<file path="src/rtl/lane_pkg.sv">
// Shared lane definitions for the round-robin lane arbiter and its helpers.
package lane_pkg;

    localparam int LANE_DW   = 8;
    localparam int NUM_LANES = 4;

    typedef logic [1:0] lane_idx_t;

    typedef enum logic {
        IDLE  = 1'b0,
        BURST = 1'b1
    } arb_state_t;

    // Lane indices are 2 bits wide, so 3 -> 0 falls out of the truncation.
    function automatic lane_idx_t lane_next(input lane_idx_t idx);
        return idx + 2'd1;
    endfunction

endpackage

</file>
<file path="src/rtl/lane_rr_arbiter_rr_pick.sv">
// Combinational round-robin search: first requesting lane at or after ptr_i (mod 4).
module rr_pick
    import lane_pkg::*;
(
    input  logic [NUM_LANES-1:0] req_i,
    input  lane_idx_t            ptr_i,
    output logic                 found_o,
    output lane_idx_t            idx_o
);

    logic [NUM_LANES-1:0] req_rot;
    lane_idx_t            offset;

    // Rotate so bit 0 is the lane at ptr_i; a plain LSB-first search then gives RR order.
    for (genvar gi = 0; gi < NUM_LANES; gi++) begin : g_rot
        assign req_rot[gi] = req_i[ptr_i + lane_idx_t'(gi)];
    end

    always_comb begin
        offset = '0;
        for (int k = NUM_LANES - 1; k >= 0; k--) begin
            if (req_rot[k]) begin
                offset = lane_idx_t'(k);
            end
        end
    end

    assign found_o = |req_rot;
    assign idx_o   = ptr_i + offset;

endmodule

</file>
<file path="src/rtl/lane_rr_arbiter.sv">
// Four-to-one round-robin lane arbiter with bounded bursts and a registered output stage.
// Optional per-lane accepted-beat counters are built when LANE_RR_ARBITER_STATS_EN is defined.
module lane_rr_arbiter
    import lane_pkg::*;
#(
    parameter int MAX_BURST = 4,
    parameter int DW        = LANE_DW
) (
    input  logic          clk_f,
    input  logic          reset,
    input  logic [DW-1:0] data_0,
    input  logic [DW-1:0] data_1,
    input  logic [DW-1:0] data_2,
    input  logic [DW-1:0] data_3,
    input  logic          valid_0,
    input  logic          valid_1,
    input  logic          valid_2,
    input  logic          valid_3,
    output logic          ready_0,
    output logic          ready_1,
    output logic          ready_2,
    output logic          ready_3,
    output logic [DW-1:0] data_out,
    output logic          valid_out,
    input  logic          ready_in,
    output logic [1:0]    grant,
    output logic          busy
`ifdef LANE_RR_ARBITER_STATS_EN
    ,
    output logic [15:0]   beats_0,
    output logic [15:0]   beats_1,
    output logic [15:0]   beats_2,
    output logic [15:0]   beats_3
`endif
);

    localparam logic [3:0] LAST_BEAT = 4'(MAX_BURST - 1);

    arb_state_t           state_q, state_d;
    lane_idx_t            ptr_q, ptr_d;
    lane_idx_t            grant_q, grant_d;
    logic [3:0]           burst_cnt_q, burst_cnt_d;
    logic [DW-1:0]        data_out_q, data_out_d;
    logic                 valid_out_q, valid_out_d;

    logic [DW-1:0]        lane_data [NUM_LANES];
    logic [NUM_LANES-1:0] lane_valid;
    logic [NUM_LANES-1:0] lane_ready;
    logic                 load_en;
    logic                 valid_g;
    logic                 xfer;
    logic                 pick_found;
    lane_idx_t            pick_idx;

    assign lane_data[0] = data_0;
    assign lane_data[1] = data_1;
    assign lane_data[2] = data_2;
    assign lane_data[3] = data_3;
    assign lane_valid   = {valid_3, valid_2, valid_1, valid_0};

    // The output register can take a new beat if it is empty or being drained now.
    assign load_en = !valid_out_q || ready_in;
    assign valid_g = lane_valid[grant_q];
    assign xfer    = (state_q == BURST) && load_en && valid_g;

    for (genvar gi = 0; gi < NUM_LANES; gi++) begin : g_ready
        assign lane_ready[gi] = (state_q == BURST) && load_en && (grant_q == lane_idx_t'(gi));
    end

    assign ready_0 = lane_ready[0];
    assign ready_1 = lane_ready[1];
    assign ready_2 = lane_ready[2];
    assign ready_3 = lane_ready[3];

    rr_pick u_rr_pick (
        .req_i   (lane_valid),
        .ptr_i   (ptr_q),
        .found_o (pick_found),
        .idx_o   (pick_idx)
    );

    always_comb begin
        state_d     = state_q;
        ptr_d       = ptr_q;
        grant_d     = grant_q;
        burst_cnt_d = burst_cnt_q;
        case (state_q)
            IDLE: begin
                if (pick_found) begin
                    grant_d     = pick_idx;
                    burst_cnt_d = '0;
                    state_d     = BURST;
                end
            end
            BURST: begin
                if (xfer) begin
                    burst_cnt_d = burst_cnt_q + 4'd1;
                    if (burst_cnt_q == LAST_BEAT) begin
                        state_d = IDLE;
                        ptr_d   = lane_next(grant_q);
                    end
                end else if (load_en && !valid_g) begin
                    // Requester ran dry; a stall (load_en low) keeps the burst open.
                    state_d = IDLE;
                    ptr_d   = lane_next(grant_q);
                end
            end
            default: begin
                state_d = IDLE;
            end
        endcase
    end

    always_comb begin
        data_out_d  = data_out_q;
        valid_out_d = valid_out_q;
        if (load_en) begin
            valid_out_d = xfer;
            if (xfer) begin
                data_out_d = lane_data[grant_q];
            end
        end
    end

    always_ff @(posedge clk_f) begin
        if (reset) begin
            state_q     <= IDLE;
            ptr_q       <= '0;
            grant_q     <= '0;
            burst_cnt_q <= '0;
            data_out_q  <= '0;
            valid_out_q <= 1'b0;
        end else begin
            state_q     <= state_d;
            ptr_q       <= ptr_d;
            grant_q     <= grant_d;
            burst_cnt_q <= burst_cnt_d;
            data_out_q  <= data_out_d;
            valid_out_q <= valid_out_d;
        end
    end

    assign data_out  = data_out_q;
    assign valid_out = valid_out_q;
    assign grant     = grant_q;
    assign busy      = (state_q == BURST);

`ifdef LANE_RR_ARBITER_STATS_EN
    logic [15:0] beats_q [NUM_LANES];

    for (genvar gi = 0; gi < NUM_LANES; gi++) begin : g_stats
        always_ff @(posedge clk_f) begin
            if (reset) begin
                beats_q[gi] <= '0;
            end else if (xfer && (grant_q == lane_idx_t'(gi)) && (beats_q[gi] != 16'hFFFF)) begin
                beats_q[gi] <= beats_q[gi] + 16'd1;
            end
        end
    end

    assign beats_0 = beats_q[0];
    assign beats_1 = beats_q[1];
    assign beats_2 = beats_q[2];
    assign beats_3 = beats_q[3];
`endif

endmodule

</file>
<file path="config.mk">
export PLATFORM = sky130hd
export DESIGN_NAME = lane_rr_arbiter
export DESIGN_NICKNAME = d
export VERILOG_FILES = /design/src/rtl/lane_pkg.sv /design/src/rtl/lane_rr_arbiter_rr_pick.sv /design/src/rtl/lane_rr_arbiter.sv
export SDC_FILE = /design/constraint.sdc
export NUM_CORES = 1
export LEC_CHECK = 0
export ABC_CLOCK_PERIOD_IN_PS = 2600
export CAP_MARGIN = 15
export CELL_PAD_IN_SITES_DETAIL_PLACEMENT = 1
export CELL_PAD_IN_SITES_GLOBAL_PLACEMENT = 2
export CORE_AREA = 3 3 76 78
export CTS_CLUSTER_DIAMETER = 80
export CTS_CLUSTER_SIZE = 14
export DETAILED_ROUTE_END_ITERATION = 6
export DIE_AREA = 0 0 79 81
export HOLD_SLACK_MARGIN = 0.1
export PLACE_DENSITY_LB_ADDON = 0.1
export SLEW_MARGIN = 25
export SYNTH_ARGS = -nofsm -noshare
export SYNTH_HDL_FRONTEND = slang
export SYNTH_SLANG_ARGS = --single-unit
</file>
<file path="constraint.sdc">
create_clock -name clk_f -period 2.6 [get_ports clk_f]
set_input_delay 0.52 -clock clk_f [delete_from_list [all_inputs] [get_ports clk_f]]
set_output_delay 0.52 -clock clk_f [all_outputs]
set_load 0.03 [all_outputs]
</file>
==> results by group <==
Run status
  • Status: completed

Routing
  • Via count: 1113
  • Met1 wire length: 1400 microns
  • DR vias/cell: 4.66
  • Metal3 WL: 140 microns
  • DR top layer: met4
  • Starting DRT DRC Count: 30
  • WL/cell: 15.4 microns
  • First drt pass iteration count: 3
  • Final WL: 3670 microns
  • WL met2: 2100 microns
  • DRC: 0
  • Post-route ant nets: 0

Global routing
  • Largest net degree at the start of global routing: 19
  • Number of global-route vias before repair: 1176
  • Global-route wire length before repair: 5710 microns
  • Grt ovf: 0
  • Initial antenna violation count: 0
  • Total Routing Usage GR: 11.7%

Setup path
  • WP data required: 2.76 ns
  • Worst setup EP type: register
  • Cell mode on critical path: xnor2_1
  • R2r setup slk: 0.61 ns
  • Critical register-to-register path startpoint: grant[0]
  • Startpoint types: input pin
  • Buf+Inv Stages, Crit Path: 1
  • Critical path arrival: 2.41 ns
  • Reg-to-Reg End: data_out[3]
  • CP peak stage delay: 0.54 ns
  • Slowest stage cell, crit path: or4_2
  • Crit-path max FO: 4
  • Worst path cell trace: clkdlybuf4s50_1 > nor2_1 > or4_2 > o211ai_1 > ha_1 > xnor2_1 > xnor2_1 > a211oi_1
  • Kind of cell adding the most delay to the critical path: simple AND/OR/NAND/NOR gates
  • Critical setup path kind: input pin to register
  • R2R depth: 4

Power and ir drop
  • P_leak: 0.686 nW
  • Max rail drop VDD: 208 uV
  • PD cells: 534 nW/um^2

Logic synthesis
  • Compound-gate portion of the synthesized area: 10.5%
  • Adder-cell share of the synthesized area: 6.47%
  • Syn Std Cell Area: 1160 sq um
  • Mux cell area share after synthesis: 27.9%
  • Post-synthesis sequential area ratio: 31.0%
  • Simple-gate share of the synthesized area: 16.1%
  • Count of yosys warnings during synthesis: 0
  • Largest family of logic cells by synthesized area: multiplexers
  • Net Count, Synth: 158
  • Distinct cell type count after synthesis: 32
  • XOR/XNOR Fraction of Synth Area: 3.02%
  • Seq cells post-synth: 18
  • Post-Syn Instances: 113
  • Synth Area per Inst: 10.3 sq um

Clock network
  • Longest Clk Path Bufs: 2
  • Post-CTS setup repair buffer count: 0
  • # H-tree levels: 1
  • Clk_lat worst skew: 0.26 ns
  • Root buffer cell: clkbuf_8
  • TritonCTS Buffers: 3
  • Sinks on Clock Net: 18
  • Cts hold-fix bufs: 0
  • Post-CTS sizing: 0
  • CTS tree: built
  • Clock Pin Slew Worst Setup and Hold Paths: 0.08 ns

Floorplan
  • DIE HEIGHT: 81 microns
  • Die W: 79 microns
  • Initial core utilization: 22.6%
  • Rows: 26
  • Core Area: 5140 sq um
  • Total Die Area: 6400 sq um
  • I/O pin cnt: 55

Flow run
  • Max-cap violations: 0

Layout
  • Nets: 215
  • Fraction of layout cells with a size suffix above 1: 17.2%
  • Area Growth Syn to Fin: 58.4%
  • Ant. Diodes: 0
  • Fill count: 617

Placement
  • Place WS: 0.0799 ns
  • Global placement routability congestion: 0.743
  • Dpl hpwl: 2960 microns
  • # port buffers: 54

STA
  • Slew Limit Headroom: 50.8%
  • Final setup violation count: 0
  • Worst Skew: 0.00290 ns
  • RSZ-0062 raised after global routing: false
  • Final period util: 86.3%
  • Period minus WS final: 2.24 ns
  • Setup TNS: 0 ns
  • Slew Limit Fails: 0
  • Fin worst setup slack: 0.356 ns
  • Worst slew pin tran: 0.736 ns
  • Hold Vio Cnt, Final: 0
  • Max Freq: 0.446 GHz

Worst hold path
  • Worst hold-check path type: register to register
  • Hold Path End: data_out[5]
  • Hold Crit Start: data_out[5]
  • Worst hold path depth: 2
## worst reg2reg max path, delay by kind of cell, from the launching register on
family,cells,cell delay [ns]
mux,2,0.88
flops,1,0.54
simple gates,2,0.43
## power by group
group | internal [mW] | total [mW] | switching (mW)
registers | 0.305 | 0.345 | 0.0400
logic | 0.212 | 0.400 | 0.187
clock network | 0.135 | 0.238 | 0.104
## layer usage
layer  up-vias  global-route usage (%)
met1       560                    12.4
li1        529                       -
met4         0                    3.09
met2        22                    22.7
met5         -                       0
met3         2                    2.88
## cells in the final DEF (no fill, tap or decap), types with 2 or more instances in the layout
master,n
dfxtp_1,18
and3_1,5
clkdlybuf4s50_1,50
nand4_1,2
inv_1,5
nor2_1,17
buf_4,10
mux4_2,9
mux2i_1,11
a211oi_1,3
o211ai_1,2
nand3_1,2
o21ai_0,2
xnor2_1,2
nor3_1,2
clkbuf_8,4
ha_1,6
nand2_1,3
xor2_1,2
a21oi_1,3
## flip-flops by register name, summed over array words and instances, names as in the netlist
| register | count |
|---|---|
| grant | 2 |
| data_out | 8 |
| burst_cnt_q | 4 |
| ptr_q | 2 |
| busy | 1 |
| valid_out | 1 |
## layout make-up
class                   count  area, sq um  area share [%]
clock buffers               4         55.1            2.99
repair buffers             60          576            31.3
inverters                   5         18.8            1.02
flip-flops and latches     18          360            19.6
multi-input cells          82          742            40.3
well taps                  70         87.6            4.76
## how the worst max path moves through the flow
stage | slack (ns) | cells past startpoint | start | to
global placement | 0.16 | 8 | valid_3 | grant[1]
detailed placement | 0.08 | 8 | valid_3 | grant[1]
floorplan | 0.60 | 4 | grant[0] | ready_0
finish | 0.36 | 8 | valid_3 | grant[1]
global route | 0.20 | 5 | grant[0] | ready_2
CTS | 0.31 | 5 | grant[0] | ready_2
## through the flow
step,area [sq um],hold slack [ns],util (%),instances,power [mW]
after floorplan,1160,0.476,-,113,0.590
after global placement,1780,0.476,34.7,235,0.749
after detailed placement,1780,0.490,34.7,235,0.760
after CTS,1840,0.509,35.8,239,1.00
after global routing,1840,0.543,35.8,239,1.05
final,1840,0.499,35.8,239,0.983
## cell usage after synthesis, drive strengths merged
cell | n | area, sq um
nand2 | 3 | 11.3
or4 | 1 | 8.76
clkbuf | 4 | 15.0
nand3 | 2 | 10.0
mux4 | 9 | 203
inv | 5 | 18.8
o211ai | 2 | 15.0
nor3 | 2 | 10.0
a221oi | 1 | 26.3
a211oi | 4 | 35.0
or4bb | 1 | 11.3
a32oi | 1 | 8.76
and3 | 6 | 38.8
nand4 | 2 | 12.5
o311a | 1 | 11.3
mux2i | 11 | 110
o21ai | 2 | 10.0
xor2 | 2 | 17.5
nand3b | 1 | 7.51
ha | 6 | 75.1
nand2b | 1 | 6.26
nor2 | 17 | 63.8
mux2 | 1 | 11.3
a21oi | 3 | 15.0
dfxtp | 18 | 360
nor4 | 1 | 6.26
buf | 4 | 25.0
xnor2 | 2 | 17.5
## kinds of logic after synthesis
logic type / count (synthesis)
simple gates: 37
mux: 21
flops: 18
compound gates: 14
buf+inv: 13
fa+ha+maj: 6
xor+xnor: 4
No activity file was read; power rests on OpenSTA's default activity.
